### config.mk
export PLATFORM = sky130hd
export DESIGN_NAME = aska_spi_master
export DESIGN_NICKNAME = d
export VERILOG_FILES = /design/src/rtl/aska_spi_master.sv
export SDC_FILE = /design/constraint.sdc
export NUM_CORES = 1
export LEC_CHECK = 0
export ABC_AREA = 0
export CORE_UTILIZATION = 40
export CTS_CLUSTER_DIAMETER = 100
export DETAILED_ROUTE_END_ITERATION = 8
export SLEW_MARGIN = 20
export SYNTH_ARGS = -nofsm -noshare
export SYNTH_HDL_FRONTEND = slang
export SYNTH_SLANG_ARGS = --single-unit
### constraint.sdc
create_clock -name clk -period 5.4 [get_ports clk]
set_clock_uncertainty 0.1 [all_clocks]
set_input_delay 1.35 -clock clk [delete_from_list [all_inputs] [get_ports clk]]
set_output_delay 1.35 -clock clk [all_outputs]
set_load 0.01 [all_outputs]
### src/rtl/aska_spi_master.sv
// aska_spi_master: SPI mode-0 master that emits ASKA configuration frames.
// A frame is one command byte {ic_addr, reg_addr} followed by a 32-bit data
// word, 40 bits MSB first, framed by SPI_CS with programmable setup, hold and
// inter-frame gap.
//
// Ports:
//   clk, reset            system clock, synchronous active-high reset
//   start                 frame request, sampled only while idle
//   abort                 truncate the current frame after the bit in flight
//   ic_addr, reg_addr     command byte fields (bits [7:6] and [5:0])
//   data                  32-bit payload
//   busy, done, frame_ok  host handshake / status
//   SPI_CS, SPI_Clk, SPI_MOSI  serial link to the ASKA chips
module aska_spi_master #(
  parameter int unsigned HALF_DIV = 4,
  parameter int unsigned CS_SETUP = 8,
  parameter int unsigned CS_HOLD  = 8,
  parameter int unsigned IDLE_GAP = 4
) (
  input  logic        clk,
  input  logic        reset,
  input  logic        start,
  input  logic        abort,
  input  logic [1:0]  ic_addr,
  input  logic [5:0]  reg_addr,
  input  logic [31:0] data,
  output logic        busy,
  output logic        done,
  output logic        frame_ok,
  output logic        SPI_CS,
  output logic        SPI_Clk,
  output logic        SPI_MOSI
);

  localparam int unsigned CNT_W      = 16;
  localparam int unsigned FRAME_BITS = 40;
  localparam int unsigned BCNT_W     = 6;

  localparam logic [CNT_W-1:0] HALF_LAST  = CNT_W'(HALF_DIV - 1);
  localparam logic [CNT_W-1:0] SETUP_LAST = CNT_W'(CS_SETUP - 1);
  localparam logic [CNT_W-1:0] HOLD_LAST  = CNT_W'(CS_HOLD - 1);
  localparam logic [CNT_W-1:0] GAP_LAST   = CNT_W'(IDLE_GAP - 1);
  localparam logic [BCNT_W-1:0] BITS_ALL  = BCNT_W'(FRAME_BITS);

  localparam logic [2:0] ST_IDLE  = 3'd0;
  localparam logic [2:0] ST_SETUP = 3'd1;
  localparam logic [2:0] ST_LOW   = 3'd2;
  localparam logic [2:0] ST_HIGH  = 3'd3;
  localparam logic [2:0] ST_HOLD  = 3'd4;
  localparam logic [2:0] ST_GAP   = 3'd5;

  logic [2:0]              state, state_nxt;
  logic [CNT_W-1:0]        cnt, cnt_nxt;
  logic [FRAME_BITS-1:0]   shift, shift_nxt;
  logic [BCNT_W-1:0]       bit_cnt, bit_cnt_nxt;
  logic                    abort_pend, abort_pend_nxt;
  logic                    abort_any;
  logic                    frame_ok_nxt;
  logic                    busy_nxt, done_nxt, cs_nxt, sclk_nxt, mosi_nxt;

  // Next-state, datapath and next-output computation
  always_comb begin
    state_nxt      = state;
    cnt_nxt        = cnt + CNT_W'(1);
    shift_nxt      = shift;
    bit_cnt_nxt    = bit_cnt;
    abort_pend_nxt = abort_pend;
    frame_ok_nxt   = frame_ok;
    abort_any      = abort_pend | abort;

    case (state)
      ST_IDLE: begin
        cnt_nxt        = '0;
        abort_pend_nxt = 1'b0;
        if (start) begin
          shift_nxt    = {ic_addr, reg_addr, data};
          bit_cnt_nxt  = '0;
          frame_ok_nxt = 1'b0;
          state_nxt    = ST_SETUP;
        end
      end
      ST_SETUP: begin
        // Abort before any clock edge: skip straight to the CS hold phase
        if (abort) begin
          state_nxt = ST_HOLD;
          cnt_nxt   = '0;
        end else if (cnt == SETUP_LAST) begin
          state_nxt = ST_LOW;
          cnt_nxt   = '0;
        end
      end
      ST_LOW: begin
        if (abort) abort_pend_nxt = 1'b1;
        if (cnt == HALF_LAST) begin
          state_nxt = ST_HIGH;
          cnt_nxt   = '0;
        end
      end
      ST_HIGH: begin
        // The bit in flight always completes its high phase
        abort_pend_nxt = abort_any;
        if (cnt == HALF_LAST) begin
          cnt_nxt     = '0;
          bit_cnt_nxt = bit_cnt + BCNT_W'(1);
          shift_nxt   = {shift[FRAME_BITS-2:0], 1'b0};
          if ((bit_cnt_nxt == BITS_ALL) || abort_any) begin
            state_nxt    = ST_HOLD;
            frame_ok_nxt = (bit_cnt_nxt == BITS_ALL);
          end else begin
            state_nxt = ST_LOW;
          end
        end
      end
      ST_HOLD: begin
        if (cnt == HOLD_LAST) begin
          state_nxt = ST_GAP;
          cnt_nxt   = '0;
        end
      end
      ST_GAP: begin
        if (cnt == GAP_LAST) begin
          state_nxt = ST_IDLE;
          cnt_nxt   = '0;
        end
      end
      default: begin
        state_nxt = ST_IDLE;
        cnt_nxt   = '0;
      end
    endcase

    // Pin values are derived from the next state so they register in step with it
    busy_nxt = (state_nxt != ST_IDLE);
    cs_nxt   = !((state_nxt == ST_SETUP) || (state_nxt == ST_LOW) ||
                 (state_nxt == ST_HIGH)  || (state_nxt == ST_HOLD));
    sclk_nxt = (state_nxt == ST_HIGH);
    mosi_nxt = ((state_nxt == ST_SETUP) || (state_nxt == ST_LOW) ||
                (state_nxt == ST_HIGH)) ? shift_nxt[FRAME_BITS-1] : 1'b0;
    done_nxt = (state_nxt == ST_GAP) && (cnt_nxt == GAP_LAST);
  end

  // State, datapath and output registers
  always_ff @(posedge clk) begin
    if (reset) begin
      state      <= ST_IDLE;
      cnt        <= '0;
      shift      <= '0;
      bit_cnt    <= '0;
      abort_pend <= 1'b0;
      frame_ok   <= 1'b0;
      busy       <= 1'b0;
      done       <= 1'b0;
      SPI_CS     <= 1'b1;
      SPI_Clk    <= 1'b0;
      SPI_MOSI   <= 1'b0;
    end else begin
      state      <= state_nxt;
      cnt        <= cnt_nxt;
      shift      <= shift_nxt;
      bit_cnt    <= bit_cnt_nxt;
      abort_pend <= abort_pend_nxt;
      frame_ok   <= frame_ok_nxt;
      busy       <= busy_nxt;
      done       <= done_nxt;
      SPI_CS     <= cs_nxt;
      SPI_Clk    <= sclk_nxt;
      SPI_MOSI   <= mosi_nxt;
    end
  end

endmodule

==> PnR_summary.wiki <==
{| class="wikitable"
! Metric !! Value
|-
| Reported net switching power || 280 µW
|-
| Clock insertion delay at the later pin of the skew report || 0.35 ns
|-
| Kind of critical path || in2reg
|-
| Detailed-route wire length per cell || 13.9 µm
|-
| GR Overflow Total || 0
|-
| Crit path buffers/inverters || 2
|-
| Leading post-synthesis cells by instance count || dfxtp_1, nand2_1, a21oi_1, a22oi_1, nor2_1
|-
| Post-synth EDFFs || 0
|-
| Share of the yosys chip area belonging to registers || 0.428
|-
| Vias per inst || 5.42
|-
| Top cells by area, synth || dfxtp_1, a22oi_1, a21oi_1
|-
| Vias in the first global route || 2817
|-
| Setup slack on the worst flop-to-flop path || 2.70 ns
|-
| Worst EP required || 5.56 ns
|-
| Leakage || 1.40 nW
|-
| GPL Wtd Cong || 0.789
|-
| Maximum level of the CTS H-tree || 3
|-
| Cell count after placement || 534
|-
| Post-CTS sizing || 0
|-
| Synthesized cell area || 0.00337 mm²
|-
| Number of nets with antenna violations after routing || 0
|-
| Largest delay share family, worst path || simple AND/OR/NAND/NOR gates
|-
| Initial standard-cell utilization of the core || 0.412
|-
| Net count reported at finish || 487
|-
| Total of flip-flops plus latches after synthesis || 72
|-
| Number of detailed-route iterations in the first pass || 5
|-
| Result of the run || completed
|-
| Number of I/O pins || 50
|-
| Stage delay of the slowest cell on the critical path || 0.81 ns
|-
| Number of buffers created by CTS || 9
|-
| Drt initial violations || 115
|-
| Maximum fanout along the worst path || 25
|-
| Hold path depth || 2
|-
| Buffer type at the clock tree root || clkbuf_8
|-
| Final Hold Slack || 0.356 ns
|-
| Max cap viols || 0
|-
| Class of the tightest hold or removal check || reg2reg
|-
| Non-filler instance count after layout || 549
|-
| Setup TNS || 0 ns
|-
| Part of the total power dissipated in combinational logic || 0.119
|-
| Ys async rst share || 0
|-
| Slowest-stage cell, CP || nor4b_4
|-
| Final worst path period need || 3.45 ns
|-
| Maximum clock frequency || 290 MHz
|-
| X dimension of the die || 93.8 µm
|-
| Pin count of the biggest net entering global routing || 55
|-
| Area of the core || 0.00818 mm²
|-
| Hold Crit Endpoint || shift[10]
|-
| Worst IR drop on VDD || 0.155 mV
|-
| Die Y || 93.8 µm
|-
| CP Capture Type || flip-flop
|-
| Leading area contributor after synthesis || dfxtp_1
|-
| Clock slew at reported path FFs || 0.07 ns
|-
| Post-CTS Setup Inserts || 0
|-
| Share of final-layout standard cells stronger than drive strength 1 || 0.0698
|-
| Synthesized Nets || 452
|-
| Yosys cell types || 53
|-
| Area share of the largest cell type after synthesis || 0.428
|-
| Register share of total power || 0.514
|-
| Power density over cell area || 272 mW/mm²
|-
| Remaining routing DRC violations || 0
|-
| Final setup violation count || 0
|-
| Series of cell instances along the critical path || clkdlybuf4s50_1 > nor4b_4 > buf_4 > a22oi_1 > a21oi_1 > nor3b_1
|-
| Final critical-path share of the clock period || 0.639
|-
| Hold violation total from the final report || 0
|-
| HPWL Detailed || 5040 µm
|-
| Max-slew violation total from the final report || 0
|-
| Routed WL || 7640 µm
|-
| Most repeated cell in the gate-level netlist after synthesis || dfxtp_1
|-
| Dominant synthesized flop cell || dfxtp_1
|-
| Average footprint of a synthesized cell || 8.32 µm²
|-
| TritonCTS sink count || 72
|-
| Number of antenna violations at the first check in global routing || 0
|-
| Bufs on Longest Clock Path || 2
|-
| Max-slew headroom at the worst pin || 0.348
|-
| Vias || 2974
|-
| Antenna diodes || 0
|-
| Actual slew at the worst max-slew pin || 0.974 ns
|-
| RR Endpoint || bit_cnt[4]
|-
| Unrepaired setup endpoints after global routing || no
|-
| Clk network pwr share || 0.367
|-
| Data arrival, critical path || 3.61 ns
|-
| Gr usage total || 0.184
|-
| Die footprint || 0.00879 mm²
|-
| First-pass GRT wire length || 13000 µm
|-
| Post-cts hold buffer count || 0
|-
| R2R cell count || 6
|-
| Crit start category || input port
|-
| Internal Pwr Total || 832 µW
|-
| Number of warnings issued by yosys || 0
|-
| Area overhead of the layout relative to synthesis || 21.3%
|-
| Number of placement rows || 33
|-
| Beginning of the worst register-to-register path || cnt[7]
|-
| Net Sw Frac || 0.251
|-
| # port buffers || 49
|-
| Post-Synthesis Cells || 405
|-
| TritonCTS clock tree || built
|-
| Source of the worst hold timing path || shift[10]
|}
[per-stage QoR]
stage	util	instance area (µm²)	total power, mW	setup WS (ns)
after CTS	0.500	4090	1.12	1.92
final	0.500	4090	1.11	1.95
after global placement	0.477	3900	0.716	1.66
after floorplan	-	3370	0.659	2.69
after detailed placement	0.477	3900	0.717	1.58
after global routing	0.500	4090	1.16	1.69
[power by group through the flow]
stage	Sequential [mW]	Clock, mW	Combinational, mW
final	0.571	0.408	0.133
after CTS	0.571	0.419	0.134
after floorplan	0.579	0	0.0804
after global placement	0.583	0	0.132
after detailed placement	0.583	0	0.134
after global routing	0.575	0.437	0.147
[sequential cells by signal, indices dropped and copies added (netlist names), 3 cells and up]
register and cells:
state 3, shift 40, bit_cnt 6, cnt 16
[routing by layer]
metal | wire, µm | global-route usage | vias to the layer above
li1 | - | - | 1524
met1 | 3880 | 0.254 | 1390
met2 | 3280 | 0.276 | 48
met3 | 354 | 0.0340 | 12
met4 | 126 | 0.0833 | 0
met5 | 0 | 0 | -
[cell usage in the layout (no fill, tap or decap), drive strengths merged, types with 2 or more instances in the layout]
cell type,instances
a41oi,2
nand2b,3
and3,5
o21ai,10
xor2,11
nor4b,3
a22oi,39
a21oi,50
clkinv,4
ha,3
nand2,63
clkdlybuf4s50,48
a211oi,4
nor3b,2
clkbuf,9
nor4,4
nor2,30
nor3,15
buf,4
or2,3
and4,3
or3,2
nor2b,6
nand3,8
inv,6
xnor2,7
dfxtp,72
mux2i,2
nand4,7
[how the worst max path moves through the flow]
stage,startpoint,to,cells after the start
2_1_floorplan,start,shift[32],5
3_3_place_gp,start,SPI_MOSI,6
3_5_place_dp,start,SPI_MOSI,6
4_1_cts,start,SPI_MOSI,6
5_1_grt,start,SPI_MOSI,6
6_report,start,SPI_MOSI,6
[cell type report]
cell class              count  area (µm²)
clock inverters             6        61.3
clock buffers               9         124
repair buffers             52         508
multi-input cells         299        1800
fillers                   774        4090
flip-flops and latches     72        1440
well taps                 105         131
inverters                   6        22.5
[worst register-to-register path, delay by kind of cell (launching register included)]
family,cells,cell delay [ns]
buf+inv,1,0.41
flops,1,0.39
compound gates,2,0.41
simple gates,3,1.30
[kinds of logic after synthesis]
logic type	Yosys count	share of synthesized area
adders and majority gates	3	0.0111
xor gates and xnor gates	18	0.0468
AOI/OAI and AO/OA	120	0.231
buffers and inverters	34	0.0423
DFF	72	0.428
muxes	2	0.00594
and+or+nand+nor	156	0.235
No activity file was read; power rests on OpenSTA's default activity.
